**src/rtl/prog_loader.sv**
```systemverilog
// prog_loader: UART program loader that writes received bytes into program memory.
// Ports: clk_i/reset_i (async, active-high); p_programm_i arms loading on its
//   rising edge; rx_i carries 8N1 frames (8E1 when PROG_LOADER_PARITY_EN is defined).
//   mem_we_o/mem_addr_o/mem_data_o form the memory write port. cpu_halt_o holds the
//   core while loading. done_o pulses on the last write. frame_err_o is a sticky error.
module prog_loader #(
  parameter int CLKS_PER_BIT         = 434,
  parameter int MEMORY_ADDRESS_WIDTH = 4,
  parameter int INSTR_WIDTH          = 7
) (
  input  logic                            clk_i,
  input  logic                            reset_i,
  input  logic                            p_programm_i,
  input  logic                            rx_i,
  output logic                            mem_we_o,
  output logic [MEMORY_ADDRESS_WIDTH-1:0] mem_addr_o,
  output logic [INSTR_WIDTH-1:0]          mem_data_o,
  output logic                            cpu_halt_o,
  output logic                            done_o,
  output logic                            frame_err_o
);

  localparam int CW = $clog2(CLKS_PER_BIT + 1);
  localparam logic [CW-1:0] C_FULL = CW'(CLKS_PER_BIT - 1);
  localparam logic [CW-1:0] C_HALF = CW'(CLKS_PER_BIT / 2 - 1);
  localparam int AW = MEMORY_ADDRESS_WIDTH;

  typedef enum logic [1:0] {
    L_OFF, L_ARMED, L_FULL
  } ld_t;

  typedef enum logic [2:0] {
    R_IDLE, R_START, R_DATA,
`ifdef PROG_LOADER_PARITY_EN
    R_PARITY,
`endif
    R_STOP
  } rx_t;

  ld_t                   ld_q, ld_d;
  rx_t                   rs_q, rs_d;
  logic [CW-1:0]         cnt_q, cnt_d;
  logic [2:0]            bit_q, bit_d;
  logic [7:0]            sh_q, sh_d;
  logic [AW-1:0]         addr_q, addr_d;
  logic [INSTR_WIDTH-1:0] data_q, data_d;
  logic                  we_q, we_d;
  logic                  done_q, done_d;
  logic                  err_q, err_d;
  logic                  prog_q, rx_q;
`ifdef PROG_LOADER_PARITY_EN
  logic                  perr_q, perr_d;
`endif

  logic p_rise, p_fall, rx_fall, run, bad;

  assign p_rise  = p_programm_i & ~prog_q;
  assign p_fall  = ~p_programm_i & prog_q;
  // A start needs a real high->low transition, so a line still held low
  // after a bad stop bit cannot retrigger the receiver.
  assign rx_fall = rx_q & ~rx_i;
  assign run     = (ld_q == L_ARMED) & ~p_fall;

`ifdef PROG_LOADER_PARITY_EN
  assign bad = ~rx_i | perr_q;
`else
  assign bad = ~rx_i;
`endif

  always_comb begin
    ld_d   = ld_q;
    rs_d   = rs_q;
    cnt_d  = cnt_q + CW'(1);
    bit_d  = bit_q;
    sh_d   = sh_q;
    addr_d = addr_q;
    data_d = data_q;
    we_d   = 1'b0;
    err_d  = err_q;
`ifdef PROG_LOADER_PARITY_EN
    perr_d = perr_q;
`endif

    unique case (ld_q)
      L_OFF: begin
        if (p_rise) begin
          ld_d   = L_ARMED;
          addr_d = '0;
          err_d  = 1'b0;
        end
      end
      L_ARMED: begin
        if (we_q) begin
          if (addr_q == '1) ld_d = L_FULL;
          else addr_d = addr_q + AW'(1);
        end
      end
      L_FULL: ;
      default: ld_d = L_OFF;
    endcase
    if (p_fall) ld_d = L_OFF;

    if (!run) begin
      rs_d  = R_IDLE;
      cnt_d = '0;
    end else begin
      unique case (rs_q)
        R_IDLE: begin
          cnt_d = '0;
          if (rx_fall) rs_d = R_START;
        end
        R_START: begin
          if (cnt_q == C_HALF) begin
            cnt_d = '0;
            bit_d = '0;
            rs_d  = rx_i ? R_IDLE : R_DATA;
          end
        end
        R_DATA: begin
          if (cnt_q == C_FULL) begin
            cnt_d = '0;
            sh_d  = {rx_i, sh_q[7:1]};
            bit_d = bit_q + 3'd1;
            if (bit_q == 3'd7) begin
`ifdef PROG_LOADER_PARITY_EN
              rs_d = R_PARITY;
`else
              rs_d = R_STOP;
`endif
            end
          end
        end
`ifdef PROG_LOADER_PARITY_EN
        R_PARITY: begin
          if (cnt_q == C_FULL) begin
            cnt_d  = '0;
            perr_d = ^{sh_q, rx_i};
            rs_d   = R_STOP;
          end
        end
`endif
        R_STOP: begin
          if (cnt_q == C_FULL) begin
            cnt_d = '0;
            rs_d  = R_IDLE;
            if (bad) begin
              err_d = 1'b1;
            end else begin
              we_d   = 1'b1;
              data_d = sh_q[INSTR_WIDTH-1:0];
            end
          end
        end
        default: rs_d = R_IDLE;
      endcase
    end

    done_d = we_d & (addr_q == '1);
  end

  always_ff @(posedge clk_i or posedge reset_i) begin
    if (reset_i) begin
      ld_q   <= L_OFF;
      rs_q   <= R_IDLE;
      cnt_q  <= '0;
      bit_q  <= '0;
      sh_q   <= '0;
      addr_q <= '0;
      data_q <= '0;
      we_q   <= 1'b0;
      done_q <= 1'b0;
      err_q  <= 1'b0;
      // Treat programming as already high so a level held through
      // reset is not mistaken for a fresh request.
      prog_q <= 1'b1;
      rx_q   <= 1'b1;
`ifdef PROG_LOADER_PARITY_EN
      perr_q <= 1'b0;
`endif
    end else begin
      ld_q   <= ld_d;
      rs_q   <= rs_d;
      cnt_q  <= cnt_d;
      bit_q  <= bit_d;
      sh_q   <= sh_d;
      addr_q <= addr_d;
      data_q <= data_d;
      we_q   <= we_d;
      done_q <= done_d;
      err_q  <= err_d;
      prog_q <= p_programm_i;
      rx_q   <= rx_i;
`ifdef PROG_LOADER_PARITY_EN
      perr_q <= perr_d;
`endif
    end
  end

  assign mem_we_o    = we_q;
  assign mem_addr_o  = addr_q;
  assign mem_data_o  = data_q;
  assign done_o      = done_q;
  assign frame_err_o = err_q;
  assign cpu_halt_o  = (ld_q != L_OFF);

endmodule

```
**config.mk**
```make
export PLATFORM = sky130hd
export DESIGN_NAME = prog_loader
export DESIGN_NICKNAME = d
export VERILOG_FILES = /design/src/rtl/prog_loader.sv
export SDC_FILE = /design/constraint.sdc
export NUM_CORES = 1
export LEC_CHECK = 0
export BUFFER_PORTS_ARGS = -buffer_cell sky130_fd_sc_hd__buf_2
export CELL_PAD_IN_SITES_DETAIL_PLACEMENT = 0
export CELL_PAD_IN_SITES_GLOBAL_PLACEMENT = 1
export CORE_UTILIZATION = 42
export CTS_CLUSTER_DIAMETER = 150
export DETAILED_ROUTE_END_ITERATION = 7
export MAX_ROUTING_LAYER = met4
export PLACE_DENSITY_LB_ADDON = 0.05
export SYNTH_ARGS = -nofsm -noshare
export SYNTH_HDL_FRONTEND = slang
export SYNTH_SLANG_ARGS = --single-unit
```
**constraint.sdc**
```tcl
create_clock -name clk_i -period 1.7 [get_ports clk_i]
set_input_delay 0.085 -clock clk_i [delete_from_list [all_inputs] [get_ports clk_i]]
set_output_delay 0.085 -clock clk_i [all_outputs]
set_load 0.02 [all_outputs]
```
## Word-level counts from Yosys, hierarchy flattened

Cells that the tools add are included.

| word-level totals | value |
|---|---|
| register bits after elaboration | 41 |
| output and inout bits | 15 |
| word-level logic and storage cells | 93 |

| operators by class | value |
|---|---|
| $add $sub $neg | 3 |
| equal/unequal tests | 23 |
| mux-type cells | 34 |
| bitwise gates (word level) | 9 |
| reductions and logical operators | 12 |

Operator list:

| cell | number |
|---|---|
| 9-bit 2-to-1 mux | 3 |
| 9-bit one-hot mux with 3 select lines | 1 |
| 3-bit 2-to-1 mux | 8 |
| 3-bit != test, second input constant | 7 |
| 4-bit AND reduction | 4 |
| 4-bit 2-to-1 mux | 3 |
| 2-bit != test, second input constant | 6 |
| 3-bit one-hot mux with 4 select lines | 1 |
| 1-bit 2-to-1 mux | 10 |
| 2-bit 2-to-1 mux | 5 |
| 9-bit by 1-bit adder with 9-bit output, second input constant | 1 |
| 9-bit by 8-bit == test with 1-bit output, second input constant | 1 |
| 9-bit == test, second input constant | 1 |
| 4-bit one-hot mux with 2 select lines | 1 |
| 3-bit by 2-bit == test with 1-bit output, second input constant | 2 |
| 2-bit one-hot mux with 3 select lines | 1 |
| 3-bit one-hot mux with 2 select lines | 1 |
| 2-bit nonzero test | 3 |
| 1-bit AND | 5 |
| 5-bit AND reduction | 1 |
| 4-bit by 1-bit adder with 4-bit output, second input constant | 1 |
| 4-bit == test, second input constant | 1 |
| 1-bit NOT | 4 |
| 3-bit by 1-bit adder with 3-bit output, second input constant | 1 |
| 9 further kinds | 9 |

## Logic depth before layout (Yosys ltp)

| logic depth | value |
|---|---|
| word-level depth | 8 |
| depth in mapped cells | 7 |

## Worst setup path after synthesis

Ideal clock, no wire load.

| timing path | value |
|---|---|
| kind | flip-flop to flip-flop |
| start | register cnt_q[1] |
| end | register sh_q[7] |
| library setup time | 0.125 ns |
| data arrival time | 1.611 ns |
| required time | 1.575 ns |
| setup slack | -0.036 ns |
| cell stages (with the launch flop) | 7 |
| buffers on the path | 1 |
| cell sequence | dfrtp_1 inv_1 ha_1 nand4bb_1 nor4_2 buf_4 mux2_2 |

| between the ends | value |
|---|---|
| word-level cells in the longest chain between the ends | 2 |

Ends and longest elaborated chain:

| what | line | source |
|---|---|---|
| start, declared | 42 | `logic [CW-1:0] cnt_q, cnt_d;` |
| start signal, assigned | 183 | `cnt_q <= cnt_d;` |
| 9-bit == test | 120 | `if (cnt_q == C_FULL) begin` |
| 3-bit AND reduction (no line) | n/a |  |
| end signal, assigned | 167 | `sh_q <= '0;` |
| end signal, assigned | 185 | `sh_q <= sh_d;` |
| end, declared | 44 | `logic [7:0] sh_q, sh_d;` |

Every way passes these cells.
A chain may end at the register's enable or synchronous reset.

## Worst setup path after layout

| timing path | value |
|---|---|
| start | register prog_q |
| end | register sh_q[3] |

| between the ends | value |
|---|---|
| word-level cells in the longest chain between the ends | 4 |

Ends and longest elaborated chain:

| what | line | source |
|---|---|---|
| start, declared | 50 | `logic prog_q, rx_q;` |
| start signal, assigned | 191 | `prog_q <= p_programm_i;` |
| 1-bit AND | 58 | `assign p_fall = ~p_programm_i & prog_q;` |
| 1-bit NOT | 62 | `assign run = (ld_q == L_ARMED) & ~p_fall;` |
| 1-bit AND | 62 |  |
| 3-bit AND reduction (no line) | n/a |  |

Every way passes these cells.

==> run metrics <==
status complete, but fails checks; failing checks setup timing; Max-slew headroom 0.665; die area ~4800 sq um; Netlist cell types between 40 and 50; Synth area leader dfrtp_1; largest net degree at the start of global routing 41; die width 69.1 um; via count ~1300; hpwl dp approximately 2.5 mm; f_max about 0.57 GHz; Top FF cell, synth dfrtp_1; worst setup path category reg2reg; required time worst endpoint between 1500 and 2000 ps; # nets final 221; Max Cap Viol 0; CORE AREA roughly 4400 sq um; unrepaired setup endpoints after global routing yes; synthesis warning total 0; initial core utilization 0.435; ant diodes 0; Layout area overhead 35.8%; post-synthesis simple-gate area fraction 0.178; GR Overflow Total 0; reg2reg path depth 6; post-route ant nets 0; sequential area share after synthesis 0.530; Post-Synth XOR/XNOR Area 0.0324; Clk pin slew, worst setup/hold paths 70 ps; # fillers 361; Worst Skew 9.99 ps; die height 69.1 um; crit-path max FO 5; Residual DRC 0; hold crit path type in2reg; share of cells above drive strength 1 0.443; Routed Wire Length about 3.7 mm; Rows 24; Max clock buf depth 2; adder-cell share of the synthesized area 0.0529; vias in the first global route 1312; maximum vdd ir drop 488 uV; top post-synthesis cells by area dfrtp_1 (50%), mux2_2 (9.5%), ha_1 (5.3%); Post-Syn Nets 172; first-pass GRT wire length 6.16 mm; CP Launch Type flop; syn avg cell area 11.8 sq um; Slew Limit Fails 0; H-tree Lvls 2; GRT Util Overall 0.170; dpl cells 246; Synth Area in Compound Gates 0.0701; Worst-Skew Late Latency just under 300 ps; Setup Viol. Count Final 11; Syn Inst Count 160; wire per inst 14.1 um; Initial DRC Count 40; Lkg Pwr 1.19 nW; Fin Hold WS 241 ps; Vias per Instance 5.10; Buffers on Ports 18; mux cell area share after synthesis 0.100; cell depth of the worst hold path 4; Synth Register Bits 40; TritonCTS clock tree done; GP Congestion about 0.77; most frequent cells in the layout dfrtp_1 (37), buf_2 (18), buf_4 (18), inv_1 (10); initial antenna violation count 0; DRT Pass-1 Iters 4; final std cells w/o fill approximately 260; Worst-Margin Slew 502 ps; Num CTS Buffers 5; largest family of logic cells by synthesized area simple AND/OR/NAND/NOR gates; pre-CTS WS -122 ps; Final period util 1.04; Final Hold Fails 0; final worst setup slack -63.0 ps; ys async rst share 1.00; Power Density 747 nW/um^2; CP endpoint kind flop; Post-synth EDFFs 0; CTS root buf clkbuf_8; Final min period about 1800 ps; I/O Pins 19; Synth top area share 0.502; Worst Path Arrival 1930 ps; commonest non-fill, non-tap cell in the layout dfrtp_1; CTS Sinks 40; post-synthesis cell area 1890 sq um
==> metrics by stage <==
step                       util  cell area (sq um)  total power [W]  TNS (ps)
after floorplan               -               1930          0.00111      -147
after global placement    0.514               2240          0.00116      -269
after detailed placement  0.514               2240          0.00117      -850
after CTS                 0.557               2430          0.00193      -647
after global routing      0.590               2570          0.00202     -1860
final                     0.590               2570          0.00192      -364
==> cells in the mapped netlist, drive strengths merged (3+ instances only) <==
cell,count
a21oi,6
buf,3
dfrtp,38
ha,8
inv,11
mux2,16
nand2,6
nand2b,4
nand3,4
nand4bb,3
nor2,17
nor3,4
o21ai,4
xnor2,5
==> registers in the layout (all words and copies together), names as in the netlist <==
signal	cells
bit_q	3
cnt_q	9
done_o	1
frame_err_o	1
ld_q	2
mem_addr_o	4
mem_data_o	7
mem_we_o	1
prog_q	1
rs_q	2
rx_q	1
sh_q	8
==> area by class of cell <==
class,instances,area [sq um],share of cell area
sequential,40,1000,0.391
multi-input combinational,105,1000,0.389
timing repair buffer,46,352,0.137
clock buffer,6,72.6,0.0282
tap,52,65.1,0.0253
inverter,11,41.3,0.0161
clock inverter,2,35.0,0.0136
==> critical path, stage by stage, from the launching register on <==
cell and delay (ps):
dfstp_2 380, ha_4 160, nand4bb_4 220, nor4_4 300
buf_6 170, buf_12 110, mux2_4 290
==> repair_timing <==
item	CTS	global route
gates resized for setup	5	29
hold endpoints to repair	40	0
endpoints found under the setup margin	17	30
gates cloned	0	1
hold buffers	3	0
pin swaps	1	11
setup buffers	3	1
==> cells by family after synthesis <==
family	after synthesis
AOI/OAI and AO/OA	20
xor gates and xnor gates	7
adders and majority gates	8
buffers and inverters	15
DFF	40
muxes	17
and+or+nand+nor	53
==> power by group <==
group	internal [W]	switching, W
logic	0.0000730	0.000111
clock network	0.000435	0.000308
registers	0.000972	0.0000211
==> worst paths after layout <==
kind	from	to	slack, ps
max in group asynchronous	reset_i	cnt_q[0]	870
min reg2reg	mem_data_o[0]	mem_data_o[0]	500
max reg2reg	prog_q	sh_q[3]	-60
min in group asynchronous	reset_i	mem_addr_o[2]	450
min	p_programm_i	ld_q[1]	240
max	prog_q	sh_q[3]	-60
==> metal layers <==
| layer | up-vias | GRT usage | routed length, um |
|---|---|---|---|
| li1 | 653 | - | - |
| met3 | 6 | 0.0482 | 114 |
| met2 | 18 | 0.248 | 1770 |
| met5 | - | - | 0 |
| met1 | 660 | 0.228 | 1760 |
| met4 | 0 | 0.0544 | 54 |
Note: power is estimated with default switching activity, not from simulation.
